**config.mk**
```make
export PLATFORM = sky130hd
export DESIGN_NAME = hazard_unit
export DESIGN_NICKNAME = d
export VERILOG_FILES = /design/src/rtl/hazard_unit.sv
export SDC_FILE = /design/constraint.sdc
export NUM_CORES = 1
export LEC_CHECK = 0
export BUFFER_PORTS_ARGS = -buffer_cell sky130_fd_sc_hd__clkbuf_2
export CAP_MARGIN = 30
export CORE_MARGIN = 1.5
export CORE_UTILIZATION = 56
export CTS_CLUSTER_SIZE = 20
export DETAILED_ROUTE_END_ITERATION = 10
export PLACE_DENSITY = 0.95
export SYNTH_ARGS = -nofsm -noshare
export SYNTH_HDL_FRONTEND = slang
export SYNTH_SLANG_ARGS = --single-unit
export TNS_END_PERCENT = 50
```
**constraint.sdc**
```tcl
create_clock -name clk -period 5.3 [get_ports clk]
set_input_delay 0.53 -clock clk [delete_from_list [all_inputs] [get_ports clk]]
set_output_delay 0.53 -clock clk [all_outputs]
set_load 0.005 [all_outputs]
```
**src/rtl/hazard_unit.sv**
```systemverilog
// hazard_unit
//
// Hazard detection and forwarding controller for a five-stage pipeline.
//
// The unit looks at the execute-stage bundle held in the decode-to-execute
// register and at the decode-stage source addresses. From these it produces:
//   - the stall and flush controls for the front of the pipeline, and
//   - the ALU operand forward selects.
//
// It keeps a private shadow of the memory- and writeback-stage destination
// tags. These tags advance on every clock and are never stalled. When the
// pipeline inserts a bubble, flush_e zeroes the execute bundle, and that zero
// bundle is what the shadow captures, so no extra kill path is needed here.
//
// Two saturating event counters (stall cycles, redirect cycles) are provided
// for performance debug.
//
// Ports
//   clk, rst_n          pipeline clock; asynchronous active-low reset
//   d_ra1, d_ra2        decode-stage source register addresses
//   e_ra1, e_ra2        execute-stage source register addresses
//   e_rd                execute-stage destination register
//   e_regwrite          execute-stage instruction writes the register file
//   e_resultsrc         execute-stage result select (2'b01 = load)
//   e_pcsrc             taken branch / jump resolved in execute this cycle
//   cnt_clr             synchronous clear of both event counters
//   fwd_a, fwd_b        operand forward selects
//                       (00 regfile, 10 memory-stage ALU result,
//                        01 writeback result)
//   stall_f, stall_d    hold the PC and the fetch-to-decode register
//   flush_d             bubble the fetch-to-decode register
//   flush_e             bubble the decode-to-execute register
//   stall_cnt           saturating count of stall cycles
//   flush_cnt           saturating count of redirect cycles

module hazard_unit #(
  parameter int unsigned CNT_WIDTH = 16
) (
  input  logic                 clk,
  input  logic                 rst_n,

  // Decode-stage sources
  input  logic [4:0]           d_ra1,
  input  logic [4:0]           d_ra2,

  // Execute-stage bundle
  input  logic [4:0]           e_ra1,
  input  logic [4:0]           e_ra2,
  input  logic [4:0]           e_rd,
  input  logic                 e_regwrite,
  input  logic [1:0]           e_resultsrc,
  input  logic                 e_pcsrc,

  // Counter control
  input  logic                 cnt_clr,

  // Forwarding
  output logic [1:0]           fwd_a,
  output logic [1:0]           fwd_b,

  // Pipeline controls
  output logic                 stall_f,
  output logic                 stall_d,
  output logic                 flush_d,
  output logic                 flush_e,

  // Event counters
  output logic [CNT_WIDTH-1:0] stall_cnt,
  output logic [CNT_WIDTH-1:0] flush_cnt
);

  // ---------------------------------------------------------------------------
  // Encodings
  // ---------------------------------------------------------------------------

  localparam logic [1:0] RESULT_LOAD = 2'b01;

  localparam logic [1:0] FWD_REGFILE = 2'b00;
  localparam logic [1:0] FWD_MEM     = 2'b10;
  localparam logic [1:0] FWD_WB      = 2'b01;

  localparam logic [4:0] REG_ZERO    = 5'd0;

  // ---------------------------------------------------------------------------
  // Shadow destination tags
  // ---------------------------------------------------------------------------

  // Memory stage
  logic [4:0] m_rd_q, m_rd_d;
  logic       m_regwrite_q, m_regwrite_d;
  logic [1:0] m_resultsrc_q, m_resultsrc_d;

  // Writeback stage
  logic [4:0] w_rd_q, w_rd_d;
  logic       w_regwrite_q, w_regwrite_d;

  always_comb begin
    m_rd_d        = e_rd;
    m_regwrite_d  = e_regwrite;
    m_resultsrc_d = e_resultsrc;
    w_rd_d        = m_rd_q;
    w_regwrite_d  = m_regwrite_q;
  end

  always_ff @(posedge clk or negedge rst_n) begin
    if (!rst_n) begin
      m_rd_q        <= REG_ZERO;
      m_regwrite_q  <= 1'b0;
      m_resultsrc_q <= 2'b00;
      w_rd_q        <= REG_ZERO;
      w_regwrite_q  <= 1'b0;
    end else begin
      m_rd_q        <= m_rd_d;
      m_regwrite_q  <= m_regwrite_d;
      m_resultsrc_q <= m_resultsrc_d;
      w_rd_q        <= w_rd_d;
      w_regwrite_q  <= w_regwrite_d;
    end
  end

  // The memory-stage result select is tracked alongside the other memory-stage
  // tags, but forwarding from memory always takes the ALU result, so the
  // select itself does not steer anything in this unit.
  logic unused_m_resultsrc;
  assign unused_m_resultsrc = ^m_resultsrc_q;

  // ---------------------------------------------------------------------------
  // Forwarding
  // ---------------------------------------------------------------------------

  // A stage can supply a value only if it writes a real register; x0 is
  // hard-wired to zero and must never be forwarded.
  logic m_writes_reg;
  logic w_writes_reg;

  always_comb begin
    m_writes_reg = m_regwrite_q && (m_rd_q != REG_ZERO);
    w_writes_reg = w_regwrite_q && (w_rd_q != REG_ZERO);
  end

  // Memory stage holds the newer value, so it is checked first.
  always_comb begin
    fwd_a = FWD_REGFILE;
    if (m_writes_reg && (m_rd_q == e_ra1)) begin
      fwd_a = FWD_MEM;
    end else if (w_writes_reg && (w_rd_q == e_ra1)) begin
      fwd_a = FWD_WB;
    end
  end

  always_comb begin
    fwd_b = FWD_REGFILE;
    if (m_writes_reg && (m_rd_q == e_ra2)) begin
      fwd_b = FWD_MEM;
    end else if (w_writes_reg && (w_rd_q == e_ra2)) begin
      fwd_b = FWD_WB;
    end
  end

  // ---------------------------------------------------------------------------
  // Load-use detection and pipeline controls
  // ---------------------------------------------------------------------------

  logic e_is_load;
  logic lw_hazard;

  always_comb begin
    e_is_load = (e_resultsrc == RESULT_LOAD) && e_regwrite && (e_rd != REG_ZERO);
    lw_hazard = e_is_load && ((e_rd == d_ra1) || (e_rd == d_ra2));
  end

  // A redirect discards the instruction in decode, so there is nothing left
  // to hold: e_pcsrc suppresses the stall and flushes both front registers.
  always_comb begin
    stall_f = lw_hazard && !e_pcsrc;
    stall_d = lw_hazard && !e_pcsrc;
    flush_d = e_pcsrc;
    flush_e = lw_hazard || e_pcsrc;
  end

  // ---------------------------------------------------------------------------
  // Event counters
  // ---------------------------------------------------------------------------

  logic [CNT_WIDTH-1:0] stall_cnt_q, stall_cnt_d;
  logic [CNT_WIDTH-1:0] flush_cnt_q, flush_cnt_d;

  // Clear wins over an increment in the same cycle; a full counter holds.
  always_comb begin
    stall_cnt_d = stall_cnt_q;
    if (cnt_clr) begin
      stall_cnt_d = '0;
    end else if (stall_d && !(&stall_cnt_q)) begin
      stall_cnt_d = stall_cnt_q + CNT_WIDTH'(1);
    end
  end

  always_comb begin
    flush_cnt_d = flush_cnt_q;
    if (cnt_clr) begin
      flush_cnt_d = '0;
    end else if (e_pcsrc && !(&flush_cnt_q)) begin
      flush_cnt_d = flush_cnt_q + CNT_WIDTH'(1);
    end
  end

  always_ff @(posedge clk or negedge rst_n) begin
    if (!rst_n) begin
      stall_cnt_q <= '0;
      flush_cnt_q <= '0;
    end else begin
      stall_cnt_q <= stall_cnt_d;
      flush_cnt_q <= flush_cnt_d;
    end
  end

  assign stall_cnt = stall_cnt_q;
  assign flush_cnt = flush_cnt_q;

endmodule

```
# --- Word-level counts from Yosys, hierarchy flattened ---
# Index checks and enable logic that the tools add are counted.
op_classes:
  addsub: 2
  eq_ne: 7
  mux: 8
  reduce_logical: 24
op_table:
  columns: ["cell", "n"]
  rows:
  - ["$mux 16", 4]
  - ["$add 16x1->16 const B", 2]
  - ["$reduce_and 16->1", 2]
  - ["$eq 5x5->1", 6]
  - ["$reduce_bool 5->1", 3]
  - ["$logic_and 1x1->1", 12]
  - ["$mux 2", 2]
  - ["$reduce_bool 2->1", 2]
  - ["$logic_not 1->1", 3]
  - ["$eq 2x1->1 const B", 1]
  - ["$logic_or 1x1->1", 2]
  - ["$mux 1", 2]
totals:
  ff_bits: 44
  elab_cells: 47

# --- Logic depth before layout (Yosys ltp) ---
logic_depth:
  depth_word: 8
  mapped_depth: 7
  mapped_depth_nobuf: 6

# --- Worst setup path after synthesis ---
# OpenSTA, ideal clock, no wires.
synth_timing:
  kind: "input -> output"
  start: "input e_rd[2]"
  end: "output stall_f"
  t_arrival_ps: 1803
  required_time_ps: 4770
  path_slack_ps: 2967
  path_stages: 7
  n_path_buf: 3
  cell_sequence: "xor2_1 > nor3_1 > a22oi_2 > buf_2 > buf_2 > nor3_1 > buf_4"
synth_via:
  elab_chain_len: 4
  word_cells_on_any_way: 7
  classes_between: "eq/ne: 2; reduce/logical: 5"
synth_lines:
  columns: ["element", "line", "rtl"]
  rows:
  - ["start, declared", "49", "input logic [4:0] e_rd,"]
  - ["$eq 5x5->1 / $reduce_bool 5->1 (equally long branches)", "169, 168", null]
  - ["$logic_or 1x1->1 / $logic_and 1x1->1 (equally long branches)", "169, 168", null]
  - ["$logic_and 1x1->1 *", "169", "lw_hazard = e_is_load && ((e_rd == d_ra1) || (e_rd == d_ra2));"]
  - ["$logic_and 1x1->1 *", null, null]
  - ["end, declared", "62", "output logic stall_f,"]
# Every way passes the cells marked *; elsewhere a longest branch is shown, timed or not.

# --- Worst setup path after layout ---
layout_timing:
  start: "input e_rd[2]"
  end: "output flush_e"
layout_via:
  elab_chain_len: 4
  word_cells_on_any_way: 7
  classes_between: "eq/ne: 2; reduce/logical: 5"
layout_lines:
  columns: ["element", "line", "rtl"]
  rows:
  - ["$eq 5x5->1 / $reduce_bool 5->1 (equally long branches)", "169, 168", null]
  - ["$logic_or 1x1->1 / $logic_and 1x1->1 (equally long branches)", "169, 168", null]
  - ["$logic_and 1x1->1 *", "169", null]
  - ["$logic_or 1x1->1 *", "178", "flush_e = lw_hazard || e_pcsrc;"]
  - ["end, declared", "65", "output logic flush_e,"]
# Marks and branches as above.

==> flow_metrics.env <==
export IMPL_status="finished clean"
export IMPL_num_vias=2275
export IMPL_fp_dieW_um=70.71
export IMPL_vias_per_cell=5.924
export IMPL_fin_util=0.7006
export IMPL_initial_core_util=0.5856
export IMPL_clock_sinks=44
export IMPL_coreArea_um2=4384
export IMPL_clock_latency_ns=0.30
export IMPL_r2r_slack_ns=3.04
export IMPL_clockBufferDepth=2
export IMPL_min_period_ns=2.633
export IMPL_antenna_found_initial=0
export IMPL_finalCritPeriodShare=0.4967
export IMPL_timing_rr_start="stall_cnt[0]"
export IMPL_ys_ff_latch=44
export IMPL_slew_headroom=0.2803
export IMPL_cts_resized=0
export IMPL_ys_dominant_reg_cell="dfrtp_1"
export IMPL_cp_max_fo=27
export IMPL_avgSynthCellArea_um2=9.837
export IMPL_skew_ns=0.006447
export IMPL_grt_pass1_vias=2128
export IMPL_post_drt_wl_per_cell_um=14.51
export IMPL_stdcell_count=384
export IMPL_hpwlAfterDp_um=4190
export IMPL_rr_worst_depth=6
export IMPL_die_h_um=70.71
export IMPL_whs_ns=0.1955
export IMPL_worstSetupEndpointType="output pin"
export IMPL_crit_path_frequent_cell="clkbuf_2"
export IMPL_wirelength_um=5573
export IMPL_yosys_warnings=0
export IMPL_grt_pass1_wl_um=9577
export IMPL_synthesis_area_um2=2567
export IMPL_gp_congestion=0.9349
export IMPL_setup_worst_path_start="e_rd[2]"
export IMPL_path_cells="clkbuf_2 -> xor2_1 -> nor3_1 -> a22oi_2 -> o21ai_1 -> clkbuf_2"
export IMPL_worst_path_buf_inv=2
export IMPL_arrival_ns=2.10
export IMPL_max_vdd_ir_drop_v=0.0001354
export IMPL_diodes=0
export IMPL_hold_violations=0
export IMPL_dp_cells=376
export IMPL_p_leak_nw=1.330
export IMPL_cts_buffers=5
export IMPL_ys_async_sr_fraction=1.000
export IMPL_maxSlewViolCount=0
export IMPL_cts_max_level=2
export IMPL_io_buffers=71
export IMPL_rsz0062_at_grt="no"
export IMPL_maxCapViolCount=0
export IMPL_worst_pin_slew_ns=1.079
export IMPL_clkTransAtPathRegs_ns=0.08
export IMPL_power_density_nw_per_um2=220.0
export IMPL_hold_buffers=0
export IMPL_critical_path_top_delay_family="compound AO/OA/AOI/OAI gates"
export IMPL_synth_nets=295
export IMPL_cts_tree="yes"
export IMPL_setup_violations=0
export IMPL_final_nets=365
export IMPL_grt_max_degree=40
export IMPL_crit_type="input port to output pin"
export IMPL_syn_inst=261
export IMPL_area_growth_syn_to_layout_pct=19.64
export IMPL_p_total_mw=0.6757
export IMPL_cpMaxStageDelayCell="a22oi_2"
export IMPL_dr_pass1_iters=5
export IMPL_startpoint_type="input port"
export IMPL_post_cts_buffers=0
export IMPL_worstPathRequired_ns=4.77
export IMPL_fin_tns_setup_ns=0
export IMPL_clock_root_buffer="clkbuf_8"
export IMPL_drt_iter0_drc=136
export IMPL_postRouteAntennaNets=0
export IMPL_fmax_ghz=0.3799
export IMPL_critical_path_max_stage_delay_ns=0.85
export IMPL_synth_edf_count=0
export IMPL_dieArea_um2=5000
export IMPL_reg2reg_to="stall_cnt[2]"
export IMPL_ys_types=43
export IMPL_rows=24
export IMPL_drive_gt1_frac=0.2741
export IMPL_grt_util_all_layers=0.2373
export IMPL_grt_overflow=0
export IMPL_min_path_type="input port to async pin"
export IMPL_ios=72
export IMPL_drc_errors=0
export IMPL_yosysSeqAreaShare=0.4288
## worst max-delay path by stage
| stage | endpoint | slack (ns) | cells after the start |
|---|---|---|---|
| finish | flush_e | 2.67 | 6 |
| global route | flush_e | 2.50 | 6 |
| CTS | flush_e | 2.68 | 6 |
| detailed placement | flush_e | 2.68 | 6 |
| global placement | flush_e | 2.78 | 6 |
| floorplan | stall_f | 2.97 | 7 |
## sequential cells by signal (all words and copies together), names as in the netlist
name	flops
stall_cnt	16
m_regwrite_q	1
w_regwrite_q	1
flush_cnt	16
w_rd_q	5
m_rd_q	5
## per-layer routing
metal | GRT usage | share of wire | vias up
li1 | - | - | 1100
met1 | 0.2988 | 0.43 | 1106
met2 | 0.4133 | 0.51 | 61
met3 | 0.04701 | 0.045 | 8
met4 | 0.07338 | 0.012 | 0
met5 | 0 | 0 | -
## area by class of cell
type	count	area (um2)
repair buffers	72	382.9
clock inverters	2	35.03
clock buffers	6	72.57
fillers	354	1313
flip-flops and latches	44	1101
inverters	3	11.26
well taps	52	65.06
multi-input cells	205	1404
## power by group
part           leakage, nW  internal (mW)  switching, mW
logic                0.690         0.0290         0.0414
registers            0.586          0.342        0.00909
clock network       0.0552          0.140          0.115
## kinds of logic (layout without fill, tap and decap cells)
family | Yosys count | after routing | share of synthesized area
mux | 8 | 8 | 0.03752
simple gates | 116 | 116 | 0.2598
xor+xnor | 41 | 41 | 0.1399
fa+ha+maj | 2 | 2 | 0.009745
compound gates | 38 | 38 | 0.09990
buf+inv | 12 | 83 | 0.02436
flops | 44 | 44 | 0.4289
## Yosys cell counts (2+ instances only)
master	n	area, um2
a21oi_1	14	70.07
and3_1	2	12.51
and4_1	2	17.52
buf_2	2	10.01
buf_4	2	15.01
clkbuf_1	4	15.01
dfrtp_1	44	1101
ha_1	2	25.02
inv_1	3	11.26
mux2_1	5	56.30
mux2_4	2	30.03
nand2_1	11	41.29
nand3_1	15	75.07
nand4_1	7	43.79
nor2_1	23	86.33
nor2b_1	7	43.79
nor3_1	9	45.04
nor3_2	2	20.02
nor4_1	10	62.56
o2111ai_1	2	17.52
o21ai_0	3	15.01
o21ai_1	6	30.03
o31ai_1	7	52.55
or3_1	5	31.28
or4_1	15	112.6
xnor2_1	14	122.6
xor2_1	27	236.5
## worst reg2reg max path: stages, from the launching register on
cell and delay [ns]:
dfrtp_1 0.45, ha_1 0.20, nand3_1 0.16, or3_1 0.43, o211ai_4 0.44, nor3b_1 0.12, mux2_1 0.35
## layout by cell type, fill, tap and decap left out, types with 2 or more instances in the layout
master     Yosys  layout
inv_1          3       3
or4_1         15      15
o21ai_0        3       3
xnor2_1       14      14
nor2_1        23      23
o21ai_1        6       6
nand2_1       11      11
nor3_2         2       2
o2111ai_1      2       2
nor4_1        10      10
dfrtp_1       44      44
nor3_1         9       9
nand3_1       15      15
clkbuf_8       0       5
ha_1           2       2
xor2_1        27      27
clkbuf_2       0      71
and4_1         2       2
a21oi_1       14      14
o31ai_1        7       7
or3_1          5       5
mux2_1         5       5
and3_1         2       2
mux2_4         2       2
nor2b_1        7       7
nand4_1        7       7
## per-stage QoR
stage / setup WS [ns] / instance area, um2
global route: 2.499 / 3072
finish: 2.668 / 3072
floorplan: 2.967 / 2567
detailed placement: 2.684 / 2964
global placement: 2.779 / 2937
CTS: 2.685 / 3072
(Power assumes the default switching activity.)
